### config.mk
export PLATFORM = sky130hd
export DESIGN_NAME = sync_tx
export DESIGN_NICKNAME = d
export VERILOG_FILES = /design/src/rtl/sync_tx_pkg.sv /design/src/rtl/sync_tx_nrzi.sv /design/src/rtl/sync_tx.sv
export SDC_FILE = /design/constraint.sdc
export NUM_CORES = 1
export LEC_CHECK = 0
export ABC_AREA = 1
export BUFFER_PORTS_ARGS = -buffer_cell sky130_fd_sc_hd__buf_2
export CAP_MARGIN = 30
export CELL_PAD_IN_SITES_DETAIL_PLACEMENT = 2
export CELL_PAD_IN_SITES_GLOBAL_PLACEMENT = 2
export CORE_ASPECT_RATIO = 0.75
export CORE_MARGIN = 5
export CORE_UTILIZATION = 35
export CTS_CLUSTER_SIZE = 30
export DETAILED_ROUTE_END_ITERATION = 7
export HOLD_SLACK_MARGIN = 0.12
export PLACE_DENSITY_LB_ADDON = 0.1
export SKIP_CTS_REPAIR_TIMING = 1
export SLEW_MARGIN = 20
export SYNTH_ARGS = -nofsm -noshare
export SYNTH_HDL_FRONTEND = slang
export SYNTH_SLANG_ARGS = --single-unit
### constraint.sdc
create_clock -name CLK -period 2.82 [get_ports CLK]
set_input_delay 0.282 -clock CLK [delete_from_list [all_inputs] [get_ports CLK]]
set_output_delay 0.282 -clock CLK [all_outputs]
set_load 0.01 [all_outputs]
### src/rtl/sync_tx_pkg.sv
`default_nettype none
// ============================================================================
// Module   : sync_tx_pkg
// Purpose  : Shared definitions for the sync_tx K/J line transmitter: FSM
//            state encodings, line-symbol constants and SYNC pattern helper.
//            The receiver-side bench reuses these.
// Revision : 1.0 - initial release
// ============================================================================
package sync_tx_pkg;

    // FSM state encodings
    localparam logic [1:0] c_IDLE = 2'd0;
    localparam logic [1:0] c_SYNC = 2'd1;
    localparam logic [1:0] c_DATA = 2'd2;
    localparam logic [1:0] c_EOP  = 2'd3;

    // Line symbols packed as {k, j}; (1,1) is never used
    localparam logic [1:0] c_SYM_K   = 2'b10;
    localparam logic [1:0] c_SYM_J   = 2'b01;
    localparam logic [1:0] c_SYM_SE0 = 2'b00;

    // NRZI line level: 1 = K, 0 = J
    localparam logic c_LVL_K = 1'b1;
    localparam logic c_LVL_J = 1'b0;

    // SYNC symbol idx of a len-symbol pattern: K on even slots and on the
    // final slot, J otherwise. Error injection turns the final K into J.
    function automatic logic sync_is_k(input int idx, input int len, input logic err);
        if (idx == len - 1) begin
            return !err;
        end
        return ((idx % 2) == 0);
    endfunction

    // Map an NRZI level onto the {k, j} line pair
    function automatic logic [1:0] level_to_sym(input logic lvl);
        return lvl ? c_SYM_K : c_SYM_J;
    endfunction

endpackage
`default_nettype wire

### src/rtl/sync_tx_nrzi.sv
`default_nettype none
// ============================================================================
// Module   : sync_tx_nrzi
// Purpose  : NRZI encoder with bit stuffing. Holds the reference line level
//            and the run-of-ones counter. 'level' is the level to drive for
//            the bit presented this cycle; 'stuff_now' says a stuffed 0 is
//            being sent instead, so the caller must not advance its bit index.
// Revision : 1.0 - initial release
// ============================================================================
module sync_tx_nrzi
    import sync_tx_pkg::*;
#(
    parameter int STUFF_RUN = 6
) (
    input  logic clk,
    input  logic rst,
    input  logic init,
    input  logic init_level,
    input  logic bit_valid,
    input  logic bit_in,
    output logic level,
    output logic stuff_now
);

    localparam int c_ONES_W = $clog2(STUFF_RUN + 1);

    logic                r_level;
    logic [c_ONES_W-1:0] r_ones;
    logic                w_tx_bit;

    // A full run of ones forces a 0 regardless of the payload bit
    assign stuff_now = (r_ones == c_ONES_W'(STUFF_RUN));
    assign w_tx_bit  = stuff_now ? 1'b0 : bit_in;
    // 0 toggles the line, 1 holds it
    assign level     = w_tx_bit ? r_level : ~r_level;

    // Track reference level and consecutive-ones run
    always_ff @(posedge clk) begin
        if (rst) begin
            r_level <= c_LVL_J;
            r_ones  <= '0;
        end else if (init) begin
            r_level <= init_level;
            r_ones  <= '0;
        end else if (bit_valid) begin
            r_level <= level;
            r_ones  <= w_tx_bit ? (r_ones + 1'b1) : '0;
        end
    end

endmodule
`default_nettype wire

### src/rtl/sync_tx.sv
`default_nettype none
// ============================================================================
// Module   : sync_tx
// Purpose  : K/J line transmitter. On start sends SYNC, an NRZI bit-stuffed
//            payload (LSB first) and an SE0 end-of-packet, then returns to
//            idle J with a one-cycle done pulse. k/j/tx_en/done are
//            registered; each register holds the symbol currently on the line.
// Revision : 1.0 - initial release
// ============================================================================
module sync_tx
    import sync_tx_pkg::*;
#(
    parameter int SYNC_LEN  = 8,
    parameter int DATA_W    = 8,
    parameter int EOP_LEN   = 2,
    parameter int STUFF_RUN = 6
) (
    input  logic              CLK,
    input  logic              RST,
    input  logic              start,
    input  logic [DATA_W-1:0] data_in,
    input  logic              err_inj,
    output logic              ready,
    output logic              done,
    output logic              k,
    output logic              j,
    output logic              tx_en
);

    localparam int c_CNT_MAX = (SYNC_LEN > EOP_LEN) ? SYNC_LEN : EOP_LEN;
    localparam int c_CNT_W   = $clog2(c_CNT_MAX);
    localparam int c_BIT_W   = $clog2(DATA_W + 1);

    logic [1:0]         r_state;
    logic [c_CNT_W-1:0] r_cnt;
    logic [c_BIT_W-1:0] r_bits;     // payload bits already sent
    logic [DATA_W-1:0]  r_data;     // shifts right; bit 0 is the next to send
    logic               r_err;
    logic               r_k;
    logic               r_j;
    logic               r_tx_en;
    logic               r_done;

    logic               w_sync_last;
    logic               w_eop_last;
    logic               w_bits_done;
    logic               w_init;
    logic               w_init_level;
    logic               w_bit_valid;
    logic               w_level;
    logic               w_stuff_now;

    assign w_sync_last = (r_cnt == c_CNT_W'(SYNC_LEN - 1));
    assign w_eop_last  = (r_cnt == c_CNT_W'(EOP_LEN - 1));
    assign w_bits_done = (r_bits == c_BIT_W'(DATA_W));

    // Encoder control: every SYNC symbol reloads the reference level, so the
    // last SYNC symbol becomes the NRZI starting point for the payload.
    always_comb begin
        w_init       = 1'b0;
        w_init_level = c_LVL_K;
        w_bit_valid  = 1'b0;
        case (r_state)
            c_IDLE: begin
                if (start) begin
                    w_init       = 1'b1;
                    w_init_level = sync_is_k(0, SYNC_LEN, err_inj);
                end
            end
            c_SYNC: begin
                if (!w_sync_last) begin
                    w_init       = 1'b1;
                    w_init_level = sync_is_k(32'(r_cnt) + 32'd1, SYNC_LEN, r_err);
                end else begin
                    w_bit_valid  = 1'b1;
                end
            end
            c_DATA: begin
                // A pending stuffed bit is sent even after the last data bit
                w_bit_valid = !w_bits_done || w_stuff_now;
            end
            default: begin
                w_bit_valid = 1'b0;
            end
        endcase
    end

    sync_tx_nrzi #(
        .STUFF_RUN (STUFF_RUN)
    ) u_nrzi (
        .clk        (CLK),
        .rst        (RST),
        .init       (w_init),
        .init_level (w_init_level),
        .bit_valid  (w_bit_valid),
        .bit_in     (r_data[0]),
        .level      (w_level),
        .stuff_now  (w_stuff_now)
    );

    // Packet FSM: each transition loads the symbol for the following cycle
    always_ff @(posedge CLK) begin
        if (RST) begin
            r_state <= c_IDLE;
            r_cnt   <= '0;
            r_bits  <= '0;
            r_data  <= '0;
            r_err   <= 1'b0;
            r_k     <= 1'b0;
            r_j     <= 1'b1;
            r_tx_en <= 1'b0;
            r_done  <= 1'b0;
        end else begin
            r_done <= 1'b0;
            case (r_state)
                c_IDLE: begin
                    if (start) begin
                        r_state      <= c_SYNC;
                        r_cnt        <= '0;
                        r_bits       <= '0;
                        r_data       <= data_in;
                        r_err        <= err_inj;
                        {r_k, r_j}   <= level_to_sym(w_init_level);
                        r_tx_en      <= 1'b1;
                    end
                end
                c_SYNC: begin
                    if (!w_sync_last) begin
                        r_cnt        <= r_cnt + 1'b1;
                        {r_k, r_j}   <= level_to_sym(w_init_level);
                    end else begin
                        r_state      <= c_DATA;
                        {r_k, r_j}   <= level_to_sym(w_level);
                        r_data       <= r_data >> 1;
                        r_bits       <= c_BIT_W'(1);
                    end
                end
                c_DATA: begin
                    if (w_bit_valid) begin
                        {r_k, r_j} <= level_to_sym(w_level);
                        if (!w_stuff_now) begin
                            r_data <= r_data >> 1;
                            r_bits <= r_bits + 1'b1;
                        end
                    end else begin
                        r_state    <= c_EOP;
                        r_cnt      <= '0;
                        {r_k, r_j} <= c_SYM_SE0;
                    end
                end
                c_EOP: begin
                    if (!w_eop_last) begin
                        r_cnt      <= r_cnt + 1'b1;
                    end else begin
                        r_state    <= c_IDLE;
                        {r_k, r_j} <= c_SYM_J;
                        r_tx_en    <= 1'b0;
                        r_done     <= 1'b1;
                    end
                end
                default: begin
                    r_state <= c_IDLE;
                end
            endcase
        end
    end

    assign ready = (r_state == c_IDLE);
    assign done  = r_done;
    assign k     = r_k;
    assign j     = r_j;
    assign tx_en = r_tx_en;

endmodule
`default_nettype wire
==> impl_metrics.yaml <==
run_status:
  status: "completed"
drt:
  drc: 0
  drtPass1Iterations: 4
  routedWlPerCell_um: 16.0
  ant_nets: 0
  post_drt_via_cell_ratio: 5.06
  num_vias: 1408
  wl_um: 4440
  drt_iter0_drc: 54
grt:
  grt_pass1_vias: 1626
  groute.usage.overall_pct: 17.6
  antenna_found_initial: 0
  grt_overflow_total: 0
  grt_max_degree: 23
  grt_pass1_wl_um: 7860
logic_synthesis:
  ys.flop_type: "dfxtp_1"
  synth_mux_area_share_pct: 0
  syn_nets: 234
  synth.avg_cell_area_sq_um: 7.23
  synthAdderAreaFrac_pct: 9.88
  synth-edff-count: 0
  yosys.area_share.xor_xnor_pct: 1.15
  ys_ff_latch: 26
  synth-compound-area-share_pct: 19.0
  synth-simple-area-share_pct: 24.6
  seq_area_frac_synth_pct: 34.3
  synth_top_family_by_area: "simple AND/OR/NAND/NOR gates"
  yosysUniqueCellTypes: 29
  synthesis.area_sq_um: 1520
  yosysWarnings: 0
  ys_async_sr_fraction_pct: 0
  syn_inst: 210
cells_and_area:
  diodes: 0
  finish.utilization_pct: 40.3
  fillers: 534
  drive_gt1_share_pct: 14.3
  fin_nets: 249
  regArea_sq_um: 520
  multiInputGateArea_sq_um: 831
  final_cell_mix: "39 x nand2_1, 29 x inv_1, 26 x dfxtp_1"
  mostFrequentLayoutCell: "nand2_1"
  final_cell_count_no_fill: 278
  final_cell_area_sq_um: 1660
  area_growth_pct: 9.47
die:
  die_area_sq_um: 5770
  io_pins: 17
  chipHeight_um: 67.1
  initial_core_util_pct: 36.8
  die_w_um: 86.1
  placeableCoreArea_sq_um: 4130
  rows: 20
placed_design:
  place_area_sq_um: 1620
  gp_congestion: 0.835
  dp.cells: 275
  port_buffers: 16
  dp_hpwl_um: 3510
sta:
  final_max_slew_viol_count: 0
  relSlewSlack_pct: 65.4
  finalHoldViolCount: 0
  setup_violations: 0
  final.setup_skew_ns: 0.00729
  rsz0062_at_grt: "no"
  setup_tns_ns: 0
  fin_crit_sh_pct: 74.0
  tightest_slew_ns: 0.518
  timing.hold.ws_ns: 0.295
  layout_min_cycle_time_ns: 2.09
  fmax_mhz: 479
worst_setup_path:
  cp-end-kind: "flop"
  slowest_delay_ns: 0.40
  crit_fanout: 22
  critPathArrivalTime_ns: 2.25
  start_kind: "flop"
  crit_slowest_cell: "dfxtp_1"
  crit_required_ns: 2.99
  crit_family: "simple AND/OR/NAND/NOR gates"
  crit_buf_inv: 2
  path_cells: "inv_1 -> ha_1 -> inv_2 -> nor2_1 -> nor3_2 -> nand3_4 -> o21ai_0 -> nor2_1"
  crit_top_cell: "nor2_1"
  path_class: "reg -> reg"
cts:
  clock_sinks: 26
  clk_latency_ns: 0.27
  clk_path_buf_depth: 2
  numCtsBuffers: 3
  cts-root-buf: "clkbuf_8"
  cts_tree: "yes"
  cts.reportedPaths.clkPinSlew_ns: 0.09
  cts_max_level: 1
power_and_ir_drop:
  p_leak_nw: 0.756
  p_clk_share_pct: 13.2
  p_switching_mw: 0.790
  p_comb_share_pct: 53.6
  power.density_nw_per_um2: 982
  vdd_drop_max_uv: 509
  swShare_pct: 48.4
  intPower_mw: 0.843
  power_frac_seq_pct: 33.2
hold_path:
  hold_path_class: "in -> reg"
job:
  drv_cap: 0
[cell families (layout without fill, tap and decap cells)]
logic type | Yosys count | after routing
DFF | 26 | 26
adders and majority gates | 12 | 12
AOI/OAI and AO/OA | 53 | 53
and+or+nand+nor | 79 | 79
xor gates and xnor gates | 2 | 2
buffers and inverters | 38 | 51
[stage by stage]
stage	power [mW]	worst slack, ns
3_3_place_gp	1.36	0.921
6_report	1.63	0.733
5_1_grt	1.80	0.519
2_1_floorplan	1.22	1.18
4_1_cts	1.65	0.721
3_5_place_dp	1.43	0.745
[power by group through the flow]
stage                     combinational, mW  sequential (mW)  clock [mW]
after floorplan                       0.677            0.541           0
after global placement                0.814            0.541           0
after detailed placement              0.877            0.551           0
after CTS                             0.885            0.544       0.225
after global routing                   1.01            0.557       0.237
final                                 0.875            0.542       0.215
[state kept, by name (all words and copies together), names as in the netlist]
| register | cells |
|---|---|
| k | 1 |
| r_state | 2 |
| j | 1 |
| done | 1 |
| u_nrzi.r_ones | 3 |
| u_nrzi.r_level | 1 |
| tx_en | 1 |
| r_err | 1 |
| r_bits | 4 |
| r_cnt | 3 |
| r_data | 8 |
[final cells by class]
class	instances	share of cell area (%)
timing repair buffer	16	4.82
sequential	26	31.3
multi-input combinational	146	50.0
inverter	32	7.30
tap	55	4.14
clock buffer	3	2.48
[worst paths after layout]
check | endpoint | start | slack [ns] | cells after the start
worst max-delay path | r_bits[1] | r_state[0] | 0.73 | 8
worst min-delay path | r_err | err_inj | 0.29 | 3
worst max register to register | r_bits[1] | r_state[0] | 0.73 | 8
worst min register to register | r_data[4] | r_data[4] | 0.46 | 2
[synthesized netlist by cell type, types with 3 or more instances]
cell type	instances	area, sq um
o21ai_1	7	35.0
nor2_1	11	41.3
dfxtp_1	26	521
ha_1	12	150
nand2_1	39	146
nand2_2	3	18.8
buf_6	3	33.8
nor3_1	5	25.0
o21ai_0	17	85.1
nand3_1	14	70.1
a21oi_1	23	115
inv_1	29	109
[worst reg2reg max path, cell delays in order (launching register included)]
cell	delay (ns)
dfxtp_1	0.40
inv_1	0.10
ha_1	0.29
inv_2	0.11
nor2_1	0.08
nor3_2	0.30
nand3_4	0.29
o21ai_0	0.33
nor2_1	0.08
[metal layers]
layer  GRT usage, %  wire [um]  up-vias
met2           31.9       2140       12
met3           3.46        102        2
met1           22.1       2190      682
met5              0          0        -
met4           1.98         19        0
li1               -          -      712
Note: power is estimated with default switching activity, not from simulation.
